<file path="src/rtl/serial_deinterleaver.sv">
// Serial-to-parallel deserializer: gathers CH*W serial bits per frame and
// scatters them across CH channels using an interleaved or contiguous mapping.
module serial_deinterleaver #(
  parameter int CH      = 2,
  parameter int W       = 2,
  parameter int SYNC_EN = 1
) (
  input  logic            clk,
  input  logic            rst,
  input  logic            srl,
  input  logic            srl_vld,
  input  logic            sof,
  input  logic            mode,
  output logic [CH*W-1:0] par_data,
  output logic            par_vld,
  output logic            frame_err
);

  localparam int N  = CH * W;
  localparam int CW = (N > 1) ? $clog2(N) : 1;
  localparam logic [CW-1:0] LAST = CW'(N - 1);
  localparam logic [CW-1:0] ONE  = CW'(1);

  typedef enum logic {
    HUNT  = 1'b0,
    SHIFT = 1'b1
  } state_e;

  state_e          state_q, state_d;
  logic [CW-1:0]   count_q, count_d;
  logic [N-1:0]    stage_q, stage_d;
  logic            mode_q, mode_d;
  logic [N-1:0]    par_data_q, par_data_d;
  logic            par_vld_q, par_vld_d;
  logic            frame_err_q, frame_err_d;

  logic            start_s;
  logic            accept_s;
  logic [CW-1:0]   k_s;
  logic            eff_mode_s;
  logic [N-1:0]    frame_s;

  // Position of arrival bit k inside the flat channel vector; first bit of a channel lands in its MSB.
  function automatic logic [CW-1:0] bit_idx(input logic [CW-1:0] k, input logic m);
    int ki;
    int v;
    ki = int'(k);
    if (m) begin
      v = (ki / W) * W + (W - 1 - (ki % W));
    end else begin
      v = (ki % CH) * W + (W - 1 - (ki / CH));
    end
    return v[CW-1:0];
  endfunction

  // Next-state logic: framing, bit placement and output strobes.
  always_comb begin
    state_d     = state_q;
    count_d     = count_q;
    stage_d     = stage_q;
    mode_d      = mode_q;
    par_data_d  = par_data_q;
    par_vld_d   = 1'b0;
    frame_err_d = 1'b0;

    start_s    = (SYNC_EN != 0) && sof;
    accept_s   = srl_vld && ((state_q == SHIFT) || start_s);
    k_s        = start_s ? '0 : count_q;
    eff_mode_s = (k_s == '0) ? mode : mode_q;
    frame_s    = stage_q;
    frame_s[bit_idx(k_s, eff_mode_s)] = srl;

    if (accept_s) begin
      state_d = SHIFT;
      stage_d = frame_s;
      mode_d  = eff_mode_s;
      if (start_s) begin
        // A sof mid-frame (including on the last bit) abandons the partial frame.
        frame_err_d = (state_q == SHIFT) && (count_q != '0);
        count_d     = ONE;
      end else if (count_q == LAST) begin
        par_data_d = frame_s;
        par_vld_d  = 1'b1;
        count_d    = '0;
      end else begin
        count_d = count_q + ONE;
      end
    end else begin
      state_d = state_q;
    end
  end

  // State and output registers.
  always_ff @(posedge clk or negedge rst) begin
    if (!rst) begin
      if (SYNC_EN != 0) begin
        state_q <= HUNT;
      end else begin
        state_q <= SHIFT;
      end
      count_q     <= '0;
      stage_q     <= '0;
      mode_q      <= 1'b0;
      par_data_q  <= '0;
      par_vld_q   <= 1'b0;
      frame_err_q <= 1'b0;
    end else begin
      state_q     <= state_d;
      count_q     <= count_d;
      stage_q     <= stage_d;
      mode_q      <= mode_d;
      par_data_q  <= par_data_d;
      par_vld_q   <= par_vld_d;
      frame_err_q <= frame_err_d;
    end
  end

  assign par_data  = par_data_q;
  assign par_vld   = par_vld_q;
  assign frame_err = frame_err_q;

endmodule

</file>
<file path="config.mk">
export PLATFORM = sky130hd
export DESIGN_NAME = serial_deinterleaver
export DESIGN_NICKNAME = d
export VERILOG_FILES = /design/src/rtl/serial_deinterleaver.sv
export SDC_FILE = /design/constraint.sdc
export NUM_CORES = 1
export LEC_CHECK = 0
export ABC_CLOCK_PERIOD_IN_PS = 3400
export BUFFER_PORTS_ARGS = -buffer_cell sky130_fd_sc_hd__buf_2
export CAP_MARGIN = 40
export CORE_UTILIZATION = 45
export CTS_CLUSTER_DIAMETER = 60
export DETAILED_ROUTE_END_ITERATION = 10
export GPL_TIMING_DRIVEN = 0
export PLACE_DENSITY = 0.63
export SETUP_SLACK_MARGIN = 0.02
export SLEW_MARGIN = 20
export SYNTH_ARGS = -nofsm -noshare
export SYNTH_HDL_FRONTEND = slang
export SYNTH_SLANG_ARGS = --single-unit
export TNS_END_PERCENT = 1
</file>
<file path="constraint.sdc">
create_clock -name clk -period 3.4 [get_ports clk]
set_input_delay 0.17 -clock clk [delete_from_list [all_inputs] [get_ports clk]]
set_output_delay 0.17 -clock clk [all_outputs]
set_load 0.03 [all_outputs]
</file>
==> results of run 1 <==
[metrics by stage]
step | cell area [um2] | instances
after CTS | 823 | 105
after floorplan | 716 | 74
after global placement | 791 | 101
after detailed placement | 791 | 101
after global routing | 823 | 105
final | 823 | 105
[cell usage after synthesis]
library cell / n / area share [%]
sky130_fd_sc_hd__and3b_1: 1 / 1.2
sky130_fd_sc_hd__inv_1: 1 / 0.52
sky130_fd_sc_hd__mux2_2: 2 / 3.1
sky130_fd_sc_hd__a21o_1: 1 / 1.0
sky130_fd_sc_hd__nand2b_1: 2 / 1.7
sky130_fd_sc_hd__ha_1: 2 / 3.5
sky130_fd_sc_hd__nor3_1: 2 / 1.4
sky130_fd_sc_hd__buf_6: 1 / 1.6
sky130_fd_sc_hd__inv_2: 1 / 0.52
sky130_fd_sc_hd__o21ai_1: 1 / 0.70
sky130_fd_sc_hd__nor2_1: 4 / 2.1
sky130_fd_sc_hd__nand2_1: 11 / 5.8
sky130_fd_sc_hd__mux2i_1: 2 / 2.8
sky130_fd_sc_hd__inv_4: 1 / 0.87
sky130_fd_sc_hd__a2bb2oi_1: 1 / 1.2
sky130_fd_sc_hd__a21oi_1: 3 / 2.1
sky130_fd_sc_hd__nor2b_1: 2 / 1.7
sky130_fd_sc_hd__o221ai_1: 2 / 2.4
sky130_fd_sc_hd__o21ai_0: 11 / 7.7
sky130_fd_sc_hd__nor4_1: 2 / 1.7
sky130_fd_sc_hd__buf_2: 1 / 0.70
sky130_fd_sc_hd__or3_4: 1 / 1.6
sky130_fd_sc_hd__nor3b_1: 1 / 1.0
sky130_fd_sc_hd__dfrtp_1: 14 / 49
sky130_fd_sc_hd__a22o_1: 1 / 1.2
sky130_fd_sc_hd__buf_4: 1 / 1.0
sky130_fd_sc_hd__clkbuf_1: 1 / 0.52
sky130_fd_sc_hd__o21bai_1: 1 / 1.0
[flip-flops by register name, indices dropped and copies added (netlist names)]
| name | count |
|---|---|
| state_q | 1 |
| stage_q | 4 |
| par_vld | 1 |
| mode_q | 1 |
| par_data | 4 |
| frame_err | 1 |
| count_q | 2 |
[cell type report]
type                    instances  area share (%)
clock buffers                   3            2.74
inverters                       3            1.67
plain buffers                   4            3.34
repair buffers                 12            7.90
flip-flops and latches         14            42.6
multi-input cells              53            39.4
well taps                      16            2.43
[repair_timing]
item                                    4_1_cts  5_1_grt
hold buffers                                  1        0
endpoints found under the setup margin        0        0
buffers inserted                              0        0
hold endpoints to repair                     14        0
[logic make-up after synthesis]
kind of cell	share of synthesized area, %
simple gates	18.4
compound gates	17.5
flops	49.0
buf+inv	5.77
mux	5.94
fa+ha+maj	3.50
[final timing paths]
| kind | startpoint | to | slack (ns) | cells after the start |
|---|---|---|---|---|
| worst max-delay path | count_q[0]$_DFFE_PN0P_ | stage_q[1]$_DFFE_PN0P_ | 1.99 | 5 |
| worst min-delay path | mode | mode_q$_DFFE_PN0P_ | 0.13 | 2 |
| worst max register to register | count_q[0]$_DFFE_PN0P_ | stage_q[1]$_DFFE_PN0P_ | 1.99 | 5 |
| worst min register to register | par_data[2]$_DFFE_PN0P_ | par_data[2]$_DFFE_PN0P_ | 0.48 | 2 |
| max in group asynchronous | rst | stage_q[1]$_DFFE_PN0P_ | 2.86 | 2 |
| min in group asynchronous | rst | par_data[1]$_DFFE_PN0P_ | 0.32 | 2 |
[metal layers]
| layer | vias up | global-route usage (%) | part of all wire (%) |
|---|---|---|---|
| met3 | 4 | 2.61 | 4.4 |
| li1 | 292 | - | - |
| met2 | 17 | 25.9 | 44 |
| met5 | - | 0 | 0 |
| met4 | 0 | 11.6 | 1.6 |
| met1 | 256 | 23.6 | 50 |
[power breakdown]
part,internal [mW],switching (mW)
sequential,0.211,0.0259
clock,0.0410,0.0472
combinational,0.0760,0.124
[worst max-delay path, stage by stage, from the launching register on]
cell and delay [ns]:
sky130_fd_sc_hd__dfrtp_1 0.35, sky130_fd_sc_hd__buf_4 0.16, sky130_fd_sc_hd__nand2b_1 0.13, sky130_fd_sc_hd__nor2_1 0.04, sky130_fd_sc_hd__o21ai_0 0.25, sky130_fd_sc_hd__mux2_2 0.37
==> metrics.txt, run 1 <==
# TYPE chip_impl_metric gauge
chip_impl_info{name="result_of_the_run",value="finished, final reports clean"} 1
chip_impl_metric{name="fin_total_pwr",unit="mW"} 0.525
chip_impl_metric{name="worst_ep_required_time",unit="ns"} 3.56
chip_impl_metric{name="power_density",unit="nW/um2"} 638
chip_impl_metric{name="clk_lat_worst_skew",unit="ns"} 0.27
chip_impl_metric{name="fp.dieArea",unit="um2"} 1750
chip_impl_info{name="root_buffer",value="sky130_fd_sc_hd__clkbuf_4"} 1
chip_impl_metric{name="static-leakage-power",unit="nW"} 0.407
chip_impl_metric{name="dp_worst_setup_slack",unit="ns"} 1.97
chip_impl_metric{name="setup_viol",unit=""} 0
chip_impl_metric{name="power.ir.vdd_worst",unit="V"} 0.000416
chip_impl_metric{name="total_number_of_h_tree_levels",unit=""} 1
chip_impl_metric{name="start_util",unit="%"} 48.1
chip_impl_info{name="layout_common_cells",value="sky130_fd_sc_hd__dfrtp_1, sky130_fd_sc_hd__buf_2, sky130_fd_sc_hd__nand2_1, sky130_fd_sc_hd__o21ai_0, sky130_fd_sc_hd__nor2_1"} 1
chip_impl_info{name="crit_type",value="flip-flop to flip-flop"} 1
chip_impl_metric{name="post-route-min-period",unit="ns"} 1.41
chip_impl_metric{name="synth.net_count",unit=""} 82
chip_impl_metric{name="total_grt_usage",unit="%"} 17.5
chip_impl_metric{name="report.final.slew_viol_count",unit=""} 0
chip_impl_metric{name="wire_per_inst",unit="um"} 12.4
chip_impl_metric{name="clk_pin_slew",unit="ns"} 0.07
chip_impl_metric{name="maxSlewHeadroom",unit="%"} 67.8
chip_impl_metric{name="die_h",unit="um"} 41.9
chip_impl_metric{name="nNetsFinal",unit=""} 99
chip_impl_metric{name="post_synth_instance_area",unit="um2"} 716
chip_impl_metric{name="io-pin-count",unit=""} 12
chip_impl_metric{name="rows",unit=""} 14
chip_impl_metric{name="largest_net_degree_at_the_start_of_global_routing",unit=""} 15
chip_impl_info{name="rsz0062_at_grt",value="false"} 1
chip_impl_metric{name="count_of_instances_resized_after_the_clock_tree_is_built",unit=""} 0
chip_impl_metric{name="syn_area_per_cell",unit="um2"} 9.67
chip_impl_info{name="tightest_hold_check_type",value="input pin to flip-flop"} 1
chip_impl_metric{name="synthToLayoutAreaGrowth",unit="%"} 15.0
chip_impl_metric{name="tightestPinTransition",unit="ns"} 0.480
chip_impl_metric{name="arrival",unit="ns"} 1.57
chip_impl_metric{name="crit_fanout",unit=""} 9
chip_impl_metric{name="cts_max_path_buffers",unit=""} 2
chip_impl_metric{name="routed_wirelength",unit="um"} 1300
chip_impl_metric{name="report.final.hold_viol_count",unit=""} 0
chip_impl_metric{name="drt-initial-drc-count",unit=""} 8
chip_impl_metric{name="die_w",unit="um"} 41.9
chip_impl_metric{name="detail_route.vias_per_cell",unit=""} 5.42
chip_impl_metric{name="final_core_util",unit="%"} 55.3
chip_impl_metric{name="final.period_utilization",unit="%"} 41.6
chip_impl_metric{name="floorplan_core_area",unit="um2"} 1490
chip_impl_metric{name="number_of_instances_in_the_synthesized_netlist",unit=""} 74
chip_impl_metric{name="remaining_drc_errors",unit=""} 0
chip_impl_metric{name="detailroute.via_count",unit=""} 569
chip_impl_metric{name="fillCellCount",unit=""} 143
chip_impl_metric{name="setup_tns",unit="ns"} 0
chip_impl_metric{name="drive_gt1_share",unit="%"} 24.7
chip_impl_info{name="cts_tree",value="yes"} 1
chip_impl_metric{name="drt_first_pass_iters",unit=""} 4
chip_impl_metric{name="synth-warning-count",unit=""} 0
chip_impl_metric{name="worst_hold_margin",unit="ns"} 0.126
chip_impl_metric{name="yosysSeqAreaShare",unit="%"} 49.0
chip_impl_metric{name="place.port_buffers",unit=""} 11
chip_impl_metric{name="number_of_clock_buffers_inserted_by_tritoncts",unit=""} 3
chip_impl_metric{name="replace_congestion",unit=""} 0.798
chip_impl_metric{name="tritoncts_num_sinks",unit=""} 14
chip_impl_metric{name="num_antenna_cells",unit=""} 0
chip_impl_metric{name="synth_cell_types",unit=""} 28
chip_impl_metric{name="post-dp-hpwl",unit="um"} 961
chip_impl_metric{name="grt_pass1_vias",unit=""} 498
chip_impl_metric{name="number_of_flip_flops_and_latches_in_the_synthesized_netlist",unit=""} 14
chip_impl_metric{name="worst_case_setup_margin_in_the_final_layout",unit="ns"} 1.99
chip_impl_info{name="endpoint_kind_of_the_worst_setup_timing_path",value="flip-flop"} 1
chip_impl_metric{name="wire_length_of_the_first_global_routing_pass",unit="um"} 2250
chip_impl_metric{name="grt_remaining_overflow",unit=""} 0
chip_impl_metric{name="route.antenna.remaining_nets",unit=""} 0
chip_impl_metric{name="cap_viol_max_count",unit=""} 0
chip_impl_metric{name="antenna_violations_before_repair",unit=""} 0
chip_impl_info{name="timing.critical_path.from_type",value="flip-flop"} 1
chip_impl_metric{name="fin_worst_skew",unit="ns"} 0.00110
chip_impl_info{name="final_common_cell",value="sky130_fd_sc_hd__dfrtp_1"} 1
chip_impl_metric{name="ff_latch_area",unit="um2"} 350
chip_impl_metric{name="multi_input_area",unit="um2"} 324
chip_impl_metric{name="clock.fmax",unit="MHz"} 707
(Power assumes the default switching activity.)
==> run 2, diff against run 1 <==
--- a/config.mk
+++ b/config.mk
@@ -5,14 +5,15 @@
 export SDC_FILE = /design/constraint.sdc
 export NUM_CORES = 1
 export LEC_CHECK = 0
-export ABC_CLOCK_PERIOD_IN_PS = 3400
+export ABC_AREA = 1
+export ABC_CLOCK_PERIOD_IN_PS = 1200
 export BUFFER_PORTS_ARGS = -buffer_cell sky130_fd_sc_hd__buf_2
 export CAP_MARGIN = 40
 export CORE_UTILIZATION = 45
 export CTS_CLUSTER_DIAMETER = 60
 export DETAILED_ROUTE_END_ITERATION = 10
 export GPL_TIMING_DRIVEN = 0
-export PLACE_DENSITY = 0.63
+export PLACE_DENSITY = 0.66
 export SETUP_SLACK_MARGIN = 0.02
 export SLEW_MARGIN = 20
 export SYNTH_ARGS = -nofsm -noshare
==> constraint.sdc (replaced) <==
create_clock -name clk -period 1.2 [get_ports clk]
set_input_delay 0.06 -clock clk [delete_from_list [all_inputs] [get_ports clk]]
set_output_delay 0.06 -clock clk [all_outputs]
set_load 0.03 [all_outputs]
==> run 2 against run 1 <==
Against the previous run:
- sequential share of layout area about the same
- die area down 2.0%
- global-route usage down 1.8 points
- highest routed layer unchanged
- critical path depth up 2
- clock skew up 0.0015 ns
- critical path type unchanged
- via count down 4.9%
- wire length down 10%
==> metrics.txt, run 2 <==
# TYPE chip_impl_metric gauge
chip_impl_info{name="result_of_the_run",value="finished, final reports clean"} 1
chip_impl_metric{name="report.final.hold_viol_count",unit=""} 0
chip_impl_info{name="synthTopCellsByArea",value="sky130_fd_sc_hd__dfrtp_1, sky130_fd_sc_hd__nand2_1, sky130_fd_sc_hd__nand2_4, sky130_fd_sc_hd__nand3_1, sky130_fd_sc_hd__nand2_2"} 1
chip_impl_metric{name="synth_top_cell_area_share",unit="%"} 50.0
chip_impl_metric{name="drt_first_pass_iters",unit=""} 4
chip_impl_metric{name="final_cells",unit=""} 112
chip_impl_metric{name="static-leakage-power",unit="nW"} 0.467
chip_impl_info{name="tightest_hold_check_type",value="input pin to flip-flop"} 1
chip_impl_metric{name="yosysSeqAreaShare",unit="%"} 50.0
chip_impl_metric{name="report.final.slew_viol_count",unit=""} 0
chip_impl_info{name="crit_type",value="flip-flop to flip-flop"} 1
chip_impl_info{name="crit_reg_reg_startpoint",value="count_q[0]$_DFFE_PN0P_"} 1
chip_impl_info{name="cts_tree",value="yes"} 1
chip_impl_metric{name="rows",unit=""} 13
chip_impl_metric{name="number_of_clock_buffers_inserted_by_tritoncts",unit=""} 3
chip_impl_metric{name="die_w",unit="um"} 41.5
chip_impl_metric{name="largest_net_degree_at_the_start_of_global_routing",unit=""} 15
chip_impl_metric{name="tightestPinTransition",unit="ns"} 0.310
chip_impl_metric{name="dpl.cell_count",unit=""} 106
chip_impl_metric{name="routed_wirelength",unit="um"} 1170
chip_impl_metric{name="detailroute.via_count",unit=""} 541
chip_impl_info{name="synth_common_cells",value="sky130_fd_sc_hd__nand2_1, sky130_fd_sc_hd__dfrtp_1, sky130_fd_sc_hd__inv_1"} 1
chip_impl_info{name="root_buffer",value="sky130_fd_sc_hd__clkbuf_4"} 1
chip_impl_metric{name="remaining_drc_errors",unit=""} 0
chip_impl_metric{name="worst_ep_required_time",unit="ns"} 1.37
chip_impl_metric{name="io-pin-count",unit=""} 12
chip_impl_metric{name="final.period_utilization",unit="%"} 92.4
chip_impl_metric{name="place.port_buffers",unit=""} 11
chip_impl_metric{name="synth-edff-count",unit=""} 0
chip_impl_metric{name="post_synth_instance_area",unit="um2"} 701
chip_impl_metric{name="fp.dieArea",unit="um2"} 1720
chip_impl_metric{name="power.ir.vdd_worst",unit="V"} 0.000944
chip_impl_metric{name="crit_buf_inv",unit=""} 1
chip_impl_metric{name="syn_area_per_cell",unit="um2"} 8.76
chip_impl_metric{name="total_number_of_h_tree_levels",unit=""} 1
chip_impl_metric{name="grt_remaining_overflow",unit=""} 0
chip_impl_metric{name="drt-initial-drc-count",unit=""} 16
chip_impl_metric{name="route.antenna.remaining_nets",unit=""} 0
chip_impl_metric{name="post-dp-hpwl",unit="um"} 877
chip_impl_info{name="worst_flop_to_flop_path_endpoint",value="stage_q[3]$_DFFE_PN0P_"} 1
chip_impl_info{name="timing.critical_path.from_type",value="flip-flop"} 1
chip_impl_metric{name="clock.fmax",unit="MHz"} 901
chip_impl_info{name="dominantRegCellSynth",value="sky130_fd_sc_hd__dfrtp_1"} 1
chip_impl_metric{name="grt_pass1_vias",unit=""} 498
chip_impl_metric{name="number_of_flip_flops_and_latches_in_the_synthesized_netlist",unit=""} 14
chip_impl_info{name="cpMaxStageDelayCell",value="sky130_fd_sc_hd__dfrtp_2"} 1
chip_impl_info{name="cp_cell_sequence",value="buf_4 -> nand2_4 -> nand2_4 -> nand2_2 -> nand3_1 -> nand3_1 -> nand2_1"} 1
chip_impl_metric{name="fin_worst_skew",unit="ns"} 0.00264
chip_impl_metric{name="die_h",unit="um"} 41.5
chip_impl_info{name="hold_path.startpoint",value="mode"} 1
chip_impl_metric{name="tritoncts_num_sinks",unit=""} 14
chip_impl_metric{name="total_grt_usage",unit="%"} 15.7
chip_impl_metric{name="synth_cell_types",unit=""} 19
chip_impl_metric{name="setup_viol",unit=""} 0
chip_impl_metric{name="start_util",unit="%"} 51.3
chip_impl_metric{name="wire_length_of_the_first_global_routing_pass",unit="um"} 2080
chip_impl_info{name="final_common_cell",value="sky130_fd_sc_hd__nand2_1"} 1
chip_impl_metric{name="antenna_violations_before_repair",unit=""} 0
chip_impl_info{name="critical_path.top_delay_family",value="simple AND/OR/NAND/NOR gates"} 1
chip_impl_metric{name="synth.net_count",unit=""} 88
chip_impl_info{name="layout_common_cells",value="sky130_fd_sc_hd__nand2_1, sky130_fd_sc_hd__dfrtp_1, sky130_fd_sc_hd__buf_2"} 1
chip_impl_metric{name="critical_path.max_stage_delay",unit="ns"} 0.41
chip_impl_metric{name="detail_route.vias_per_cell",unit=""} 4.83
chip_impl_metric{name="wire_per_inst",unit="um"} 10.4
chip_impl_metric{name="cts_max_path_buffers",unit=""} 2
chip_impl_metric{name="floorplan_core_area",unit="um2"} 1370
chip_impl_metric{name="synth-warning-count",unit=""} 0
chip_impl_info{name="min_delay_worst_endpoint",value="mode_q$_DFFE_PN0P_"} 1
chip_impl_metric{name="final_core_util",unit="%"} 60.7
chip_impl_metric{name="nNetsFinal",unit=""} 107
chip_impl_metric{name="power_density",unit="nW/um2"} 1720
chip_impl_metric{name="timing.hold.worst_path_depth",unit=""} 3
chip_impl_metric{name="clk_lat_worst_skew",unit="ns"} 0.27
chip_impl_metric{name="number_of_instances_in_the_synthesized_netlist",unit=""} 80
chip_impl_metric{name="setup_tns",unit="ns"} 0
chip_impl_metric{name="cap_viol_max_count",unit=""} 0
chip_impl_metric{name="maxSlewHeadroom",unit="%"} 79.3
chip_impl_info{name="rsz0062_at_grt",value="true"} 1
chip_impl_info{name="synthMostInstantiatedCell",value="sky130_fd_sc_hd__nand2_1"} 1
chip_impl_metric{name="crit_fanout",unit=""} 5
chip_impl_metric{name="clk_pin_slew",unit="ns"} 0.08
chip_impl_metric{name="synthToLayoutAreaGrowth",unit="%"} 18.4
chip_impl_info{name="synthDominantAreaCellType",value="sky130_fd_sc_hd__dfrtp_1"} 1
chip_impl_metric{name="worst-r2r-cell-count",unit=""} 7
chip_impl_metric{name="replace_congestion",unit=""} 0.795
chip_impl_metric{name="post-route-min-period",unit="ns"} 1.11
chip_impl_metric{name="r2r_slack",unit="ns"} 0.09
chip_impl_metric{name="num_antenna_cells",unit=""} 0
chip_impl_metric{name="asyncSetResetFlopFracSynth",unit="%"} 100
chip_impl_info{name="endpoint_kind_of_the_worst_setup_timing_path",value="flip-flop"} 1
chip_impl_metric{name="arrival",unit="ns"} 1.28
chip_impl_metric{name="drive_gt1_share",unit="%"} 35.1
==> run 2: cell types whose count changed in the layout (fill, tap and decap cells not counted), sizes merged, moves of 2 or more <==
cell    previous run  this run
inv                3        10
mux2               2         0
mux2i              2         0
nand2             11        32
nand2b             2         0
nand3              0         9
nor2               4         2
nor2b              2         0
nor4               2         0
o21ai             12         5
o221ai             2         0
==> run 2: worst register-to-register path: stages, from the launching register on <==
cell	delay (ns)
sky130_fd_sc_hd__dfrtp_2	0.41
sky130_fd_sc_hd__buf_4	0.16
sky130_fd_sc_hd__nand2_4	0.09
sky130_fd_sc_hd__nand2_4	0.06
sky130_fd_sc_hd__nand2_2	0.08
sky130_fd_sc_hd__nand3_1	0.08
sky130_fd_sc_hd__nand3_1	0.09
sky130_fd_sc_hd__nand2_1	0.05
==> run 2: power breakdown <==
| part | switching (mW) | internal [mW] |
|---|---|---|
| registers | 0.0670 | 0.592 |
| logic | 0.340 | 0.174 |
| clock network | 0.140 | 0.116 |
==> run 2: cells by family after synthesis <==
family | after synthesis | synth area share (%)
fa+ha+maj | 2 | 3.57
simple gates | 45 | 33.8
buf+inv | 11 | 6.07
compound gates | 8 | 6.61
flops | 14 | 50.0
==> run 2: routing by layer <==
| layer | GRT usage [%] | routed length [um] | part of all wire, % | vias up |
|---|---|---|---|---|
| met2 | 24.1 | 506 | 43 | 13 |
| met1 | 21.3 | 592 | 51 | 237 |
| met3 | 3.91 | 59 | 5.1 | 2 |
| li1 | - | - | - | 289 |
| met5 | 0 | 0 | 0 | - |
| met4 | 5.81 | 10 | 0.86 | 0 |
==> run 2: timing repair <==
item / 4_1_cts / 5_1_grt
setup endpoints to repair: 4 / 5
hold buffers: 1 / 0
pin swaps: 0 / 2
hold endpoints to repair: 14 / 0
gates resized for setup: 1 / 2
setup buffers: 1 / 1
==> run 2: worst max-delay path by stage <==
stage	start	endpoint	slack, ns	cells past startpoint
3_3_place_gp	count_q[0]$_DFFE_PN0P_	par_data[1]$_DFFE_PN0P_	0.004	5
3_5_place_dp	count_q[0]$_DFFE_PN0P_	par_data[1]$_DFFE_PN0P_	-0.002	5
2_1_floorplan	count_q[0]$_DFFE_PN0P_	par_data[1]$_DFFE_PN0P_	0.1	5
6_report	count_q[0]$_DFFE_PN0P_	stage_q[3]$_DFFE_PN0P_	0.09	7
5_1_grt	count_q[0]$_DFFE_PN0P_	stage_q[3]$_DFFE_PN0P_	0.02	7
4_1_cts	count_q[1]$_DFFE_PN0P_	par_data[1]$_DFFE_PN0P_	0.03	5
==> run 2: layout make-up <==
class                      count  area (um2)
fill                         125         537
sequential                    14         353
multi-input combinational     55         313
timing repair buffer          14        80.1
inverter                      11        42.5
clock buffer                   3        22.5
tap                           15        18.8
==> run 2: through the flow <==
stage               power, mW  hold slack (ns)  setup WS, ns  instance area (um2)
floorplan                1.04           -0.236        0.0951                  701
global placement         1.17          -0.0321       0.00423                  774
detailed placement       1.17          -0.0284      -0.00181                  774
CTS                      1.44           0.0247        0.0295                  816
global route             1.53           0.0279        0.0175                  830
finish                   1.43           0.0267        0.0907                  830
==> run 3, diff against run 2 <==
--- a/config.mk
+++ b/config.mk
@@ -13,7 +13,7 @@
 export CTS_CLUSTER_DIAMETER = 60
 export DETAILED_ROUTE_END_ITERATION = 10
 export GPL_TIMING_DRIVEN = 0
-export PLACE_DENSITY = 0.66
+export PLACE_DENSITY_LB_ADDON = 0.05
 export SETUP_SLACK_MARGIN = 0.02
 export SLEW_MARGIN = 20
 export SYNTH_ARGS = -nofsm -noshare
==> run 3 against run 2 <==
Against the previous run:
- the flow now finishes with violations (hold timing)
- combinational power grew 5.4%
- core utilization grew 1.6 points
- flip-flop and latch count is the same
- register-to-register slack lost 0.02 ns
- clock-buffer cell count is the same
- worst hold slack lost 0.027 ns
- largest cell class unchanged
==> metrics.txt, run 3 (synthesis results as in run 2) <==
# TYPE chip_impl_metric gauge
chip_impl_metric{name="final_cells",unit=""} 112
chip_impl_metric{name="synthToLayoutAreaGrowth",unit="%"} 21.4
chip_impl_metric{name="remaining_drc_errors",unit=""} 0
chip_impl_metric{name="tightestPinTransition",unit="ns"} 0.318
chip_impl_metric{name="replace_congestion",unit=""} 0.789
chip_impl_metric{name="report.final.slew_viol_count",unit=""} 0
chip_impl_metric{name="setup_tns",unit="ns"} 0
chip_impl_metric{name="clk_pin_slew",unit="ns"} 0.08
chip_impl_info{name="violated_checks",value="hold timing"} 1
chip_impl_metric{name="grt_pass1_vias",unit=""} 521
chip_impl_metric{name="power.ir.vdd_worst",unit="V"} 0.000730
chip_impl_metric{name="p_switching",unit="mW"} 0.574
chip_impl_metric{name="route.antenna.remaining_nets",unit=""} 0
chip_impl_info{name="cp_cell_sequence",value="buf_4 -> nand2_4 -> nand2_4 -> nand2_2 -> nand3_2 -> nand3_2 -> nand2_1"} 1
chip_impl_metric{name="die_w",unit="um"} 41.5
chip_impl_metric{name="largest_net_degree_at_the_start_of_global_routing",unit=""} 15
chip_impl_metric{name="post-route-min-period",unit="ns"} 1.13
chip_impl_metric{name="drive_gt1_share",unit="%"} 40.2
chip_impl_metric{name="cts_max_path_buffers",unit=""} 2
chip_impl_info{name="tightest_hold_check_type",value="input pin to flip-flop"} 1
chip_impl_metric{name="wire_length_of_the_first_global_routing_pass",unit="um"} 2150
chip_impl_metric{name="rows",unit=""} 13
chip_impl_info{name="rsz0062_at_grt",value="true"} 1
chip_impl_metric{name="num_antenna_cells",unit=""} 0
chip_impl_metric{name="start_util",unit="%"} 51.3
chip_impl_info{name="cts_tree",value="yes"} 1
chip_impl_info{name="timing.critical_path.from_type",value="flip-flop"} 1
chip_impl_metric{name="power_frac_clock",unit="%"} 17.8
chip_impl_metric{name="cellInternalPower",unit="mW"} 0.893
chip_impl_metric{name="power.share.switching",unit="%"} 39.1
chip_impl_metric{name="post-dp-hpwl",unit="um"} 842
chip_impl_metric{name="final.period_utilization",unit="%"} 93.8
chip_impl_metric{name="worst_hold_margin",unit="ns"} -0.000265
chip_impl_metric{name="detail_route.vias_per_cell",unit=""} 4.78
chip_impl_metric{name="floorplan_core_area",unit="um2"} 1370
chip_impl_info{name="result_of_the_run",value="finished with violations"} 1
chip_impl_metric{name="static-leakage-power",unit="nW"} 0.471
chip_impl_metric{name="routed_wirelength",unit="um"} 1230
chip_impl_metric{name="critical_path.max_stage_delay",unit="ns"} 0.42
chip_impl_metric{name="antenna_violations_before_repair",unit=""} 0
chip_impl_metric{name="maxSlewHeadroom",unit="%"} 78.8
chip_impl_info{name="final_common_cell",value="sky130_fd_sc_hd__nand2_1"} 1
chip_impl_metric{name="dpl.cell_count",unit=""} 106
chip_impl_metric{name="nNetsFinal",unit=""} 107
chip_impl_metric{name="clk_lat_worst_skew",unit="ns"} 0.28
chip_impl_metric{name="cap_viol_max_count",unit=""} 0
chip_impl_metric{name="arrival",unit="ns"} 1.30
chip_impl_metric{name="total_grt_usage",unit="%"} 16.3
chip_impl_metric{name="drt-initial-drc-count",unit=""} 12
chip_impl_metric{name="fp.dieArea",unit="um2"} 1720
chip_impl_metric{name="power_density",unit="nW/um2"} 1720
chip_impl_metric{name="power.share.combinational",unit="%"} 36.9
chip_impl_metric{name="crit_buf_inv",unit=""} 1
chip_impl_metric{name="seq_power_share",unit="%"} 45.3
chip_impl_metric{name="die_h",unit="um"} 41.5
chip_impl_info{name="critical_path.top_delay_family",value="simple AND/OR/NAND/NOR gates"} 1
chip_impl_metric{name="fin_worst_skew",unit="ns"} 0.00364
chip_impl_metric{name="report.final.hold_viol_count",unit=""} 1
chip_impl_metric{name="number_of_clock_buffers_inserted_by_tritoncts",unit=""} 3
chip_impl_metric{name="clock.fmax",unit="MHz"} 888
chip_impl_metric{name="drt_first_pass_iters",unit=""} 4
chip_impl_metric{name="total_number_of_h_tree_levels",unit=""} 1
chip_impl_metric{name="wire_per_inst",unit="um"} 11.0
chip_impl_metric{name="tritoncts_num_sinks",unit=""} 14
chip_impl_metric{name="place.port_buffers",unit=""} 11
chip_impl_metric{name="final_core_util",unit="%"} 62.3
chip_impl_info{name="endpoint_kind_of_the_worst_setup_timing_path",value="flip-flop"} 1
chip_impl_metric{name="worst_ep_required_time",unit="ns"} 1.38
chip_impl_metric{name="io-pin-count",unit=""} 12
chip_impl_metric{name="fillCellCount",unit=""} 123
chip_impl_info{name="layout_common_cells",value="sky130_fd_sc_hd__nand2_1, sky130_fd_sc_hd__dfrtp_1, sky130_fd_sc_hd__buf_2"} 1
chip_impl_metric{name="r2r_slack",unit="ns"} 0.07
chip_impl_info{name="cpMaxStageDelayCell",value="sky130_fd_sc_hd__dfrtp_2"} 1
chip_impl_metric{name="crit_fanout",unit=""} 4
chip_impl_info{name="crit_type",value="flip-flop to flip-flop"} 1
chip_impl_metric{name="detailroute.via_count",unit=""} 535
chip_impl_info{name="root_buffer",value="sky130_fd_sc_hd__clkbuf_4"} 1
chip_impl_metric{name="setup_viol",unit=""} 0
chip_impl_metric{name="grt_remaining_overflow",unit=""} 0
[run 3: cell types whose count changed in the layout (fill, tap and decap cells not counted), sizes merged]
cell / previous run / this run
clkinv: 1 / 0
inv: 10 / 11
[run 3: power groups by stage]
stage	Clock (mW)	Combinational (mW)	Sequential, mW
after floorplan	0	0.242	0.801
after detailed placement	0	0.502	0.672
final	0.261	0.542	0.664
after CTS	0.267	0.523	0.659
after global placement	0	0.497	0.670
after global routing	0.282	0.592	0.679
[run 3: metrics by stage]
stage | instance area [um2] | power (mW) | worst slack, ns
final | 851 | 1.47 | 0.0744
after global routing | 851 | 1.55 | 0.00727
after CTS | 823 | 1.45 | 0.0335
after detailed placement | 774 | 1.17 | -0.00497
after global placement | 774 | 1.17 | 0.00874
after floorplan | 701 | 1.04 | 0.0951
[run 3: repair_timing]
action | CTS | global route
pin swaps | 0 | 1
buffers inserted | 2 | 0
hold endpoints to repair | 14 | 0
hold buffers | 1 | 0
resized for setup | 1 | 8
gates cloned | 0 | 0
endpoints found under the setup margin | 3 | 7
[run 3: layout make-up]
type	count	area [um2]	area share (%)
inverters	11	43.8	5.15
clock buffers	3	22.5	2.65
well taps	15	18.8	2.21
flip-flops and latches	14	353	41.5
repair buffers	14	80.1	9.41
multi-input cells	55	333	39.1
[run 3: final timing paths]
path / start / to / cells past startpoint
max in group asynchronous: rst / count_q[1]$_DFFE_PN0P_ / 2
hold / removal: mode / mode_q$_DFFE_PN0P_ / 3
setup / recovery: count_q[0]$_DFFE_PN0P_ / par_data[3]$_DFFE_PN0P_ / 7
setup reg to reg: count_q[0]$_DFFE_PN0P_ / par_data[3]$_DFFE_PN0P_ / 7
min in group asynchronous: rst / frame_err$_DFF_PN0_ / 2
hold reg to reg: par_data[2]$_DFFE_PN0P_ / par_data[2]$_DFFE_PN0P_ / 2
[run 3: worst register-to-register path: stages, from the launching register on]
cell and delay (ns):
sky130_fd_sc_hd__dfrtp_2 0.42, sky130_fd_sc_hd__buf_4 0.15, sky130_fd_sc_hd__nand2_4 0.09, sky130_fd_sc_hd__nand2_4 0.06
sky130_fd_sc_hd__nand2_2 0.08, sky130_fd_sc_hd__nand3_2 0.09, sky130_fd_sc_hd__nand3_2 0.09, sky130_fd_sc_hd__nand2_1 0.05
[run 3: per-layer routing]
layer,vias up,GRT usage [%],share of wire (%)
li1,290,-,-
met5,-,0,0
met4,0,9.68,2.4
met2,11,23.1,42
met3,4,3.04,4.3
met1,230,23.0,51
